<file path="src/rtl/binary_mul_5_1_bi.sv">
// Signed 5x5 radix-4 Booth multiplier with one registered output stage.
// Optional p_valid output port enabled by defining BINARY_MUL_VALID_OUT_EN.
module binary_mul_5_1_bi #(
    parameter int A_W = 5,
    parameter int B_W = 5,
    parameter int P_W = 9
) (
    input  logic           clk,
    input  logic           rst,
    input  logic           en,
    input  logic [A_W-1:0] A,
    input  logic [B_W-1:0] B,
    output logic [P_W-1:0] P
`ifdef BINARY_MUL_VALID_OUT_EN
    ,
    output logic           p_valid
`endif
);

    localparam int F_W   = A_W + B_W;
    localparam int B_EXT = B_W + (B_W % 2);
    localparam int NDIG  = B_EXT / 2;

    logic [F_W-1:0]   prod_full;
    logic [P_W-1:0]   P_d;
    logic [P_W-1:0]   P_q;
    logic             unused_hi;

    // Booth digits come from overlapping 3-bit windows of sign-extended B
    // with an implicit zero below the LSB; partial products wrap mod 2^F_W.
    always_comb begin
        logic [B_EXT-1:0] b_sx;
        logic [B_EXT:0]   b_win;
        logic [F_W-1:0]   a_ext;
        logic [F_W-1:0]   pp;
        logic [2:0]       trip;
        b_sx          = {B_EXT{B[B_W-1]}};
        b_sx[B_W-1:0] = B;
        b_win         = {b_sx, 1'b0};
        a_ext         = {{(F_W-A_W){A[A_W-1]}}, A};
        prod_full     = '0;
        pp            = '0;
        trip          = '0;
        for (int d = 0; d < NDIG; d++) begin
            trip = b_win[2*d +: 3];
            unique case (trip)
                3'b001,
                3'b010:  pp = a_ext;
                3'b011:  pp = a_ext << 1;
                3'b100:  pp = -(a_ext << 1);
                3'b101,
                3'b110:  pp = -a_ext;
                default: pp = '0;
            endcase
            prod_full = prod_full + (pp << (2 * d));
        end
    end

    // Only the low P_W bits leave the block; the top bit of the exact
    // product is intentionally dropped (wraps modulo 2^P_W).
    assign unused_hi = ^prod_full[F_W-1:P_W];

    // Next-state for the product register: load on en, otherwise hold.
    always_comb begin
        P_d = P_q;
        if (en) begin
            P_d = prod_full[P_W-1:0];
        end
    end

    // Product register; synchronous reset wins over en.
    always_ff @(posedge clk) begin
        if (rst) begin
            P_q <= '0;
        end else begin
            P_q <= P_d;
        end
    end

    assign P = P_q;

`ifdef BINARY_MUL_VALID_OUT_EN
    logic p_valid_q;

    // Valid flag marks P as freshly loaded, aligned with the P register.
    always_ff @(posedge clk) begin
        if (rst) begin
            p_valid_q <= 1'b0;
        end else begin
            p_valid_q <= en;
        end
    end

    assign p_valid = p_valid_q;
`endif

endmodule

</file>
<file path="config.mk">
export PLATFORM = sky130hd
export DESIGN_NAME = binary_mul_5_1_bi
export DESIGN_NICKNAME = d
export VERILOG_FILES = /design/src/rtl/binary_mul_5_1_bi.sv
export SDC_FILE = /design/constraint.sdc
export NUM_CORES = 1
export LEC_CHECK = 0
export ABC_AREA = 1
export CORE_MARGIN = 2
export CORE_UTILIZATION = 35
export DETAILED_ROUTE_END_ITERATION = 10
export SETUP_SLACK_MARGIN = 0.05
export SLEW_MARGIN = 5
export SYNTH_ARGS = -nofsm -noshare
export SYNTH_HDL_FRONTEND = slang
export SYNTH_SLANG_ARGS = --single-unit
export TNS_END_PERCENT = 30
</file>
<file path="constraint.sdc">
create_clock -name clk -period 3.4 [get_ports clk]
set_input_delay 1.02 -clock clk [delete_from_list [all_inputs] [get_ports clk]]
set_output_delay 1.02 -clock clk [all_outputs]
set_load 0.1 [all_outputs]
</file>
==> results of run 1 <==
final cells by class:
| class | instances | area [sq um] | area share (%) |
|---|---|---|---|
| Multi-Input combinational cell | 136 | 1087 | 52.73 |
| Timing Repair Buffer | 71 | 540.5 | 26.21 |
| Sequential cell | 9 | 180.2 | 8.738 |
| Inverter | 44 | 170.2 | 8.252 |
| Tap cell | 46 | 57.56 | 2.791 |
| Clock buffer | 4 | 26.28 | 1.274 |
per-stage QoR:
step / setup TNS [ps] / hold slack, ps / instances
after global placement: -2144 / 480.5 / 295
after floorplan: 0 / 990.4 / 190
final: 0 / 516.3 / 310
after CTS: 0 / 516.0 / 306
after detailed placement: -2323 / 497.4 / 295
after global routing: -7.119 / 545.0 / 310
synthesized netlist by cell type, drive strengths merged:
master | number | area share, %
nand2 | 41 | 13
a221oi | 2 | 1.5
nand3 | 11 | 5.1
xnor2 | 4 | 3.0
inv | 44 | 14
nand3b | 1 | 0.64
fa | 5 | 8.5
o22ai | 6 | 3.2
o221ai | 5 | 3.7
a41oi | 1 | 0.74
clkbuf | 1 | 0.32
o21ai | 13 | 5.5
ha | 11 | 12
o2111ai | 1 | 0.74
dfxtp | 9 | 15
a211oi | 2 | 1.3
a21oi | 8 | 3.4
nor3 | 1 | 0.42
nor2 | 24 | 8.1
final timing paths:
check	start	endpoint	slack (ps)	depth (start not counted)
max	A[1]	P[8]	100	21
min reg2reg	P[2]	P[2]	520	2
min	P[2]	P[2]	520	2
max reg2reg	P[5]	P[5]	2700	4
worst max-delay path: cells and delay by family:
kind	cells	cell delay (ps)
adders and majority gates	4	1230
and+or+nand+nor	8	520
buffers and inverters	7	450
AOI/OAI and AO/OA	2	200
kinds of logic after synthesis:
logic type | Yosys count | share of synthesized area [%]
buffers and inverters | 45 | 14.31
adder cells (fa/ha/maj) | 16 | 20.15
AO/OA/AOI/OAI | 38 | 20.04
XOR/XNOR | 4 | 2.969
flip-flops | 9 | 15.27
AND/OR/NAND/NOR | 78 | 27.25
power by group through the flow:
stage,logic [W],clock network [W],registers [W]
global placement,0.000411,0,0.000126
detailed placement,0.000417,0,0.000127
global route,0.000517,0.0000975,0.000127
finish,0.000476,0.0000864,0.000125
floorplan,0.000186,0,0.000219
CTS,0.000438,0.0000899,0.000125
routing by layer:
| metal | GRT usage (%) | routed length (microns) | vias up |
|---|---|---|---|
| met5 | 0 | 0 | - |
| met1 | 28.55 | 1814 | 720 |
| met4 | 3.951 | 49 | 0 |
| met2 | 38.39 | 2210 | 26 |
| li1 | - | - | 766 |
| met3 | 3.934 | 133 | 7 |
what timing repair did:
action	4_1_cts	5_1_grt
setup endpoints to repair	5	4
gates resized for setup	44	30
setup buffers	7	4
pin swaps	12	20
==> results.sh, run 1 <==
export IMPL_min_period_over_period_pct=96.93
export IMPL_clock_tree_buffer_depth=2
export IMPL_port_buffers=21
export IMPL_syn_to_final_growth_pct=74.76
export IMPL_max_slew_worst_pin_slew_ps=419.9
export IMPL_largest_reg_flops=9
export IMPL_fin_skew_ps=0
export IMPL_maxCapViolCount=0
export IMPL_antenna_found_initial=0
export IMPL_layout_common_cells="buf_4, inv_1, nand2_1"
export IMPL_path_common_cell="inv_2"
export IMPL_hold_class="reg2reg"
export IMPL_cts_tree="built"
export IMPL_wl_per_cell_microns=13.57
export IMPL_drtAntennaViolNets=0
export IMPL_crit_arrival_ps=3440
export IMPL_placed_cell_area_sq_um=1793
export IMPL_yosysSeqAreaShare_pct=15.27
export IMPL_critPathKind="in2reg"
export IMPL_die_width_microns=62.06
export IMPL_intPower_w=0.0003560
export IMPL_utilization_pct=62.78
export IMPL_p_leak_nw=1.054
export IMPL_layout_nets=294
export IMPL_period_needed_ps=3296
export IMPL_status="finished clean"
export IMPL_power_density_nw_per_um2=333.3
export IMPL_die_area_sq_um=3851
export IMPL_cts_made_buffers=3
export IMPL_htree_num_levels=1
export IMPL_setup_viol=0
export IMPL_firstDrtPassIters=4
export IMPL_end_kind="flip-flop"
export IMPL_crit_chain="buf_6, inv_4, ha_4, nand2_4, ha_4, o221ai_2, inv_1, fa_1, inv_2, ha_4, nand2_1, inv_2, nand3_1, nand3_2, inv_2, nand2_2, nand2_2, inv_2, nand2_2, nand2_1, a21oi_1"
export IMPL_cts_hold_fix_buffers=0
export IMPL_grt_usage_pct=22.03
export IMPL_cp_slowest_cell="fa_1"
export IMPL_io_pins=22
export IMPL_start_util_pct=35.92
export IMPL_drt_total_wl_microns=4207
export IMPL_cpPeakStageDelay_ps=550
export IMPL_mostFrequentLayoutCell="buf_4"
export IMPL_fillers=296
export IMPL_avgViaCountPerCell=4.900
export IMPL_grt_max_degree=14
export IMPL_worstPathMaxFanout=4
export IMPL_die_h_microns=62.06
export IMPL_row_count=21
export IMPL_clock_root_buffer="clkbuf_4"
export IMPL_insertedDiodeCount=0
export IMPL_dp_hpwl_microns=3200
export IMPL_power_total_w=0.0006873
export IMPL_grt_pass1_wl_microns=6341
export IMPL_cts_sinks=9
export IMPL_synth_warnings=0
export IMPL_drt_iter0_drc=61
export IMPL_synth_distinct_cells=22
export IMPL_final_hold_viol_count=0
export IMPL_p_sw_share_pct=48.20
export IMPL_clock_latency_ps=260
export IMPL_ys_seq_elements=9
export IMPL_max_vdd_ir_drop_mv=0.2767
export IMPL_gp_congestion=0.8771
export IMPL_slew_headroom_pct=71.92
export IMPL_pre_cts_ws_ps=-609.2
export IMPL_syn_nets=219
export IMPL_drv_slew=0
export IMPL_num_vias=1519
export IMPL_drive_gt1_share_pct=45.45
export IMPL_core_area_sq_um=3284
export IMPL_grt_pass1_vias=1433
export IMPL_cp_required_ps=3540
export IMPL_grt_overflow=0
export IMPL_synth_area_sq_um=1180
export IMPL_power_share_clock_pct=12.6
export IMPL_p_comb_share_pct=69.2
export IMPL_timing_fmax_mhz=303.4
export IMPL_synthCells=190
export IMPL_clk_pin_slew_ps=60
export IMPL_fin_ws_ps=104.3
export IMPL_p_switching_w=0.0003313
export IMPL_design_area_sq_um=2062
export IMPL_p_seq_share_pct=18.2
export IMPL_drc=0
export IMPL_rsz0062_at_grt="true"
export IMPL_cp_start_kind="input port"
export IMPL_synth_avg_cell_area_sq_um=6.210
(Power assumes the default switching activity.)
==> run 2, diff against run 1 <==
--- a/config.mk
+++ b/config.mk
@@ -6,7 +6,6 @@
 export NUM_CORES = 1
 export LEC_CHECK = 0
 export ABC_AREA = 1
-export CORE_MARGIN = 2
 export CORE_UTILIZATION = 35
 export DETAILED_ROUTE_END_ITERATION = 10
 export SETUP_SLACK_MARGIN = 0.05
==> results.sh, run 2 (synthesized netlist as in run 1, its figures left out) <==
export IMPL_status="finished clean"
export IMPL_syn_to_final_growth_pct=75.19
export IMPL_critPathKind="in2reg"
export IMPL_cp_slowest_cell="fa_1"
export IMPL_grt_pass1_vias=1397
export IMPL_p_sw_share_pct=48.34
export IMPL_die_h_microns=60.06
export IMPL_htree_num_levels=1
export IMPL_r2r_slack_ps=2730
export IMPL_min_period_over_period_pct=97.20
export IMPL_drt_total_wl_microns=4094
export IMPL_max_slew_worst_pin_slew_ps=365.2
export IMPL_end_kind="flip-flop"
export IMPL_drt_iter0_drc=73
export IMPL_pre_cts_ws_ps=-610.8
export IMPL_rsz0062_at_grt="true"
export IMPL_clock_tree_buffer_depth=2
export IMPL_p_switching_w=0.0003372
export IMPL_start_util_pct=37.72
export IMPL_layout_common_cells="buf_4, inv_1, nand2_1"
export IMPL_layout_nets=293
export IMPL_cpPeakStageDelay_ps=470
export IMPL_wl_per_cell_microns=13.34
export IMPL_drtAntennaViolNets=0
export IMPL_drc=0
export IMPL_grt_pass1_wl_microns=6285
export IMPL_row_count=20
export IMPL_fin_skew_ps=0
export IMPL_worstPathMaxFanout=3
export IMPL_path_common_cell="nand2_2"
export IMPL_crit_chain="buf_6, buf_4, nor2_2, nand3_2, buf_4, nand2_2, nor2_2, a211oi_4, fa_1, inv_2, ha_4, a21oi_2, nand3_2, inv_1, nand2_1, nand2_2, inv_2, nand2_2, nand2_1, a21oi_1"
export IMPL_clk_pin_slew_ps=70
export IMPL_largest_reg_flops=9
export IMPL_dp_hpwl_microns=3146
export IMPL_die_area_sq_um=3607
export IMPL_insertedDiodeCount=0
export IMPL_final_hold_viol_count=0
export IMPL_crit_family="simple AND/OR/NAND/NOR gates"
export IMPL_avgViaCountPerCell=4.821
export IMPL_clock_latency_ps=270
export IMPL_grt_overflow=0
export IMPL_period_needed_ps=3305
export IMPL_drv_slew=0
export IMPL_maxCapViolCount=0
export IMPL_crit_arrival_ps=3510
export IMPL_core_area_sq_um=3128
export IMPL_whs_path_depth=2
export IMPL_gp_congestion=0.8787
export IMPL_reg2reg_depth=4
export IMPL_path_depth=20
export IMPL_io_pins=22
export IMPL_power_total_w=0.0006976
export IMPL_p_seq_share_pct=17.9
export IMPL_mostFrequentLayoutCell="buf_4"
export IMPL_max_vdd_ir_drop_mv=0.2506
export IMPL_p_comb_share_pct=69.5
export IMPL_firstDrtPassIters=4
export IMPL_antenna_found_initial=0
export IMPL_cts_sinks=9
export IMPL_drive_gt1_share_pct=48.67
export IMPL_fin_ws_ps=95.07
export IMPL_cts_tree="built"
export IMPL_cts_made_buffers=3
export IMPL_grt_usage_pct=23.33
export IMPL_utilization_pct=66.08
export IMPL_num_vias=1480
export IMPL_cp_required_ps=3600
export IMPL_clock_root_buffer="clkbuf_4"
export IMPL_power_density_nw_per_um2=337.5
export IMPL_intPower_w=0.0003604
export IMPL_cts_hold_fix_buffers=0
export IMPL_timing_fmax_mhz=302.6
export IMPL_port_buffers=21
export IMPL_power_share_clock_pct=12.6
export IMPL_die_width_microns=60.06
export IMPL_hold_class="reg2reg"
export IMPL_setup_viol=0
export IMPL_cp_start_kind="input port"
export IMPL_crit_buf_inv=6
export IMPL_slew_headroom_pct=75.58
export IMPL_p_leak_nw=1.044
export IMPL_grt_max_degree=14
[run 2: cell type report]
type                            count  area (sq um)
Timing Repair Buffer               70         536.8
Fill cell                         280          1061
Multi-Input combinational cell    136          1094
Clock buffer                        4         26.28
Tap cell                           44         55.05
Inverter                           44         175.2
Sequential cell                     9         180.2
[run 2: power by group through the flow]
stage	combinational, W	clock (W)	sequential (W)
floorplan	0.000186	0	0.000219
global placement	0.000414	0	0.000126
detailed placement	0.000418	0	0.000127
CTS	0.000437	0.0000904	0.000125
global route	0.000523	0.0000998	0.000126
finish	0.000485	0.0000877	0.000125
[run 2: timing repair]
item	4_1_cts	5_1_grt
setup buffers	4	4
gates resized for setup	42	38
pin swaps	13	23
endpoints found under the setup margin	5	2
[run 2: path summary, 6_finish.rpt]
| kind | startpoint | endpoint |
|---|---|---|
| worst min register to register | P[0] | P[0] |
| worst max-delay path | A[1] | P[8] |
| worst max register to register | P[7] | P[7] |
| worst min-delay path | P[0] | P[0] |
[run 2: worst reg2reg max path: stages, from the launching register on]
cell     delay [ps]
dfxtp_1         320
nor2_1           80
nor2_1           50
o21ai_0          70
inv_1            50
[run 2: metrics by stage]
stage / hold slack [ps] / instance area (sq um) / instances / TNS, ps
2_1_floorplan: 990.4 / 1259 / 190 / 0
3_3_place_gp: 481.9 / 1805 / 295 / -2115
3_5_place_dp: 490.6 / 1805 / 295 / -2293
4_1_cts: 507.1 / 1941 / 303 / 0
6_report: 501.8 / 2067 / 307 / 0
5_1_grt: 529.5 / 2067 / 307 / -9.924
[run 2: metal layers]
layer  routed length (microns)  vias up  share of wire [%]  GRT usage, %
li1                          -      759                  -             -
met1                      1787      674                 44         30.89
met2                      2074       41                 51         40.32
met3                       172        6                4.2         4.762
met4                        61        0                1.5         1.993
met5                         0        -                  0             0
==> run 3, diff against run 2 <==
--- a/config.mk
+++ b/config.mk
@@ -8,6 +8,7 @@
 export ABC_AREA = 1
 export CORE_UTILIZATION = 35
 export DETAILED_ROUTE_END_ITERATION = 10
+export DONT_BUFFER_PORTS = 1
 export SETUP_SLACK_MARGIN = 0.05
 export SLEW_MARGIN = 5
 export SYNTH_ARGS = -nofsm -noshare
==> results.sh, run 3 (synthesized netlist as in run 1, its figures left out) <==
export IMPL_worstPathMaxFanout=4
export IMPL_clock_tree_buffer_depth=2
export IMPL_grt_pass1_vias=1241
export IMPL_grt_max_degree=14
export IMPL_drt_total_wl_microns=3239
export IMPL_io_pins=22
export IMPL_pre_cts_ws_ps=-106.3
export IMPL_wl_per_cell_microns=12.80
export IMPL_dp_hpwl_microns=2725
export IMPL_seqCellArea_sq_um=180.2
export IMPL_fin_skew_ps=0
export IMPL_maxCapViolCount=0
export IMPL_grt_overflow=0
export IMPL_die_h_microns=60.06
export IMPL_gp_congestion=0.8704
export IMPL_status="finished clean"
export IMPL_end_kind="flip-flop"
export IMPL_drt_iter0_drc=70
export IMPL_p_comb_share_pct=47.6
export IMPL_cp_start_kind="input port"
export IMPL_largest_reg_flops=9
export IMPL_core_area_sq_um=3128
export IMPL_insertedDiodeCount=0
export IMPL_row_count=20
export IMPL_die_width_microns=60.06
export IMPL_reg2reg_depth=2
export IMPL_layout_common_cells="nand2_1, inv_1, nor2_1"
export IMPL_critPathKind="in2reg"
export IMPL_multiInputGateArea_sq_um=974.7
export IMPL_antenna_found_initial=0
export IMPL_mostFrequentLayoutCell="nand2_1"
export IMPL_hold_class="in2reg"
export IMPL_slew_headroom_pct=33.63
export IMPL_syn_to_final_growth_pct=29.16
export IMPL_p_leak_nw=0.7697
export IMPL_drive_gt1_share_pct=21.53
export IMPL_power_share_clock_pct=14.3
export IMPL_fin_ws_ps=170.6
export IMPL_fin_cells=253
export IMPL_p_sw_share_pct=49.20
export IMPL_htree_num_levels=1
export IMPL_utilization_pct=48.72
export IMPL_firstDrtPassIters=5
export IMPL_max_vdd_ir_drop_mv=0.1632
export IMPL_max_slew_worst_pin_slew_ps=994.1
export IMPL_clock_latency_ps=260
export IMPL_p_seq_share_pct=38.1
export IMPL_setup_viol=0
export IMPL_rsz0062_at_grt="false"
export IMPL_cts_tree="built"
export IMPL_post_cts_resized=0
export IMPL_post_place_cells=249
export IMPL_power_density_nw_per_um2=377.6
export IMPL_drc=0
export IMPL_whs_path_depth=1
export IMPL_min_period_over_period_pct=94.98
export IMPL_cts_made_buffers=3
export IMPL_fillers=329
export IMPL_cts_hold_fix_buffers=0
export IMPL_layout_nets=239
export IMPL_p_switching_w=0.0002832
export IMPL_start_util_pct=37.72
export IMPL_grt_usage_pct=19.58
export IMPL_clk_pin_slew_ps=60
export IMPL_crit_arrival_ps=3420
export IMPL_finalSetupTns_ps=0
export IMPL_period_needed_ps=3229
export IMPL_avgViaCountPerCell=5.154
export IMPL_intPower_w=0.0002923
export IMPL_die_area_sq_um=3607
export IMPL_clock_root_buffer="clkbuf_4"
export IMPL_worst_hold_slack_ps=841.3
export IMPL_num_vias=1304
export IMPL_timing_fmax_mhz=309.7
export IMPL_postCtsSetupBuffers=0
export IMPL_final_hold_viol_count=0
export IMPL_cts_sinks=9
export IMPL_port_buffers=0
export IMPL_grt_pass1_wl_microns=5306
export IMPL_cp_required_ps=3590
export IMPL_drv_slew=0
export IMPL_drtAntennaViolNets=0
## run 3: changes by cell type in the layout (fill, tap and decap cells not counted), sizes merged
cell           delta
dlygate4sd2       -4
clkdlybuf4s50     -2
clkbuf            -2
buf              -46
## run 3: path summary, 6_finish.rpt
path | endpoint | slack, ps | from
max | P[8] | 170 | A[1]
min | P[8] | 840 | en
max reg2reg | P[8] | 1950 | P[8]
min reg2reg | P[1] | 1020 | P[1]
## run 3: area by class of cell
class                      instances  area share, %
clock buffer                       4          1.724
sequential                         9          11.82
multi-input combinational        136          63.96
tap                               44          3.612
inverter                          44          11.00
timing repair buffer              16          7.882
## run 3: critical path: stages
cell and delay (ps):
inv_2 60, ha_4 160, nand2_4 70, ha_4 300, inv_2 70, a221oi_4 280, fa_1 470, inv_2 80
ha_4 200, nand2_1 60, inv_1 50, nand3_1 90, nand3_2 70, inv_1 60, nand2_1 50, nand2_1 70
inv_1 40, nand2_1 50, nand2_1 70, a21oi_2 110
## run 3: through the flow
stage	area, sq um	power, W
detailed placement	1430	0.0004772
floorplan	1259	0.0004051
finish	1524	0.0005755
global placement	1430	0.0004748
global route	1524	0.0006247
CTS	1456	0.0005613
## run 3: power groups by stage
stage                     Combinational, W  Sequential [W]  Clock [W]
after floorplan                   0.000186        0.000219          0
after global placement            0.000253        0.000222          0
after detailed placement          0.000256        0.000222          0
after CTS                         0.000257        0.000220  0.0000846
after global routing              0.000313        0.000221  0.0000903
final                             0.000274        0.000219  0.0000822
## run 3: metal layers
layer	share of wire (%)	vias to the layer above	routed length (microns)	global-route usage (%)
li1	-	658	-	-
met3	5.2	4	169	4.329
met1	44	606	1429	25.53
met5	0	-	0	0
met2	50	36	1605	33.97
met4	1.0	0	34	1.993
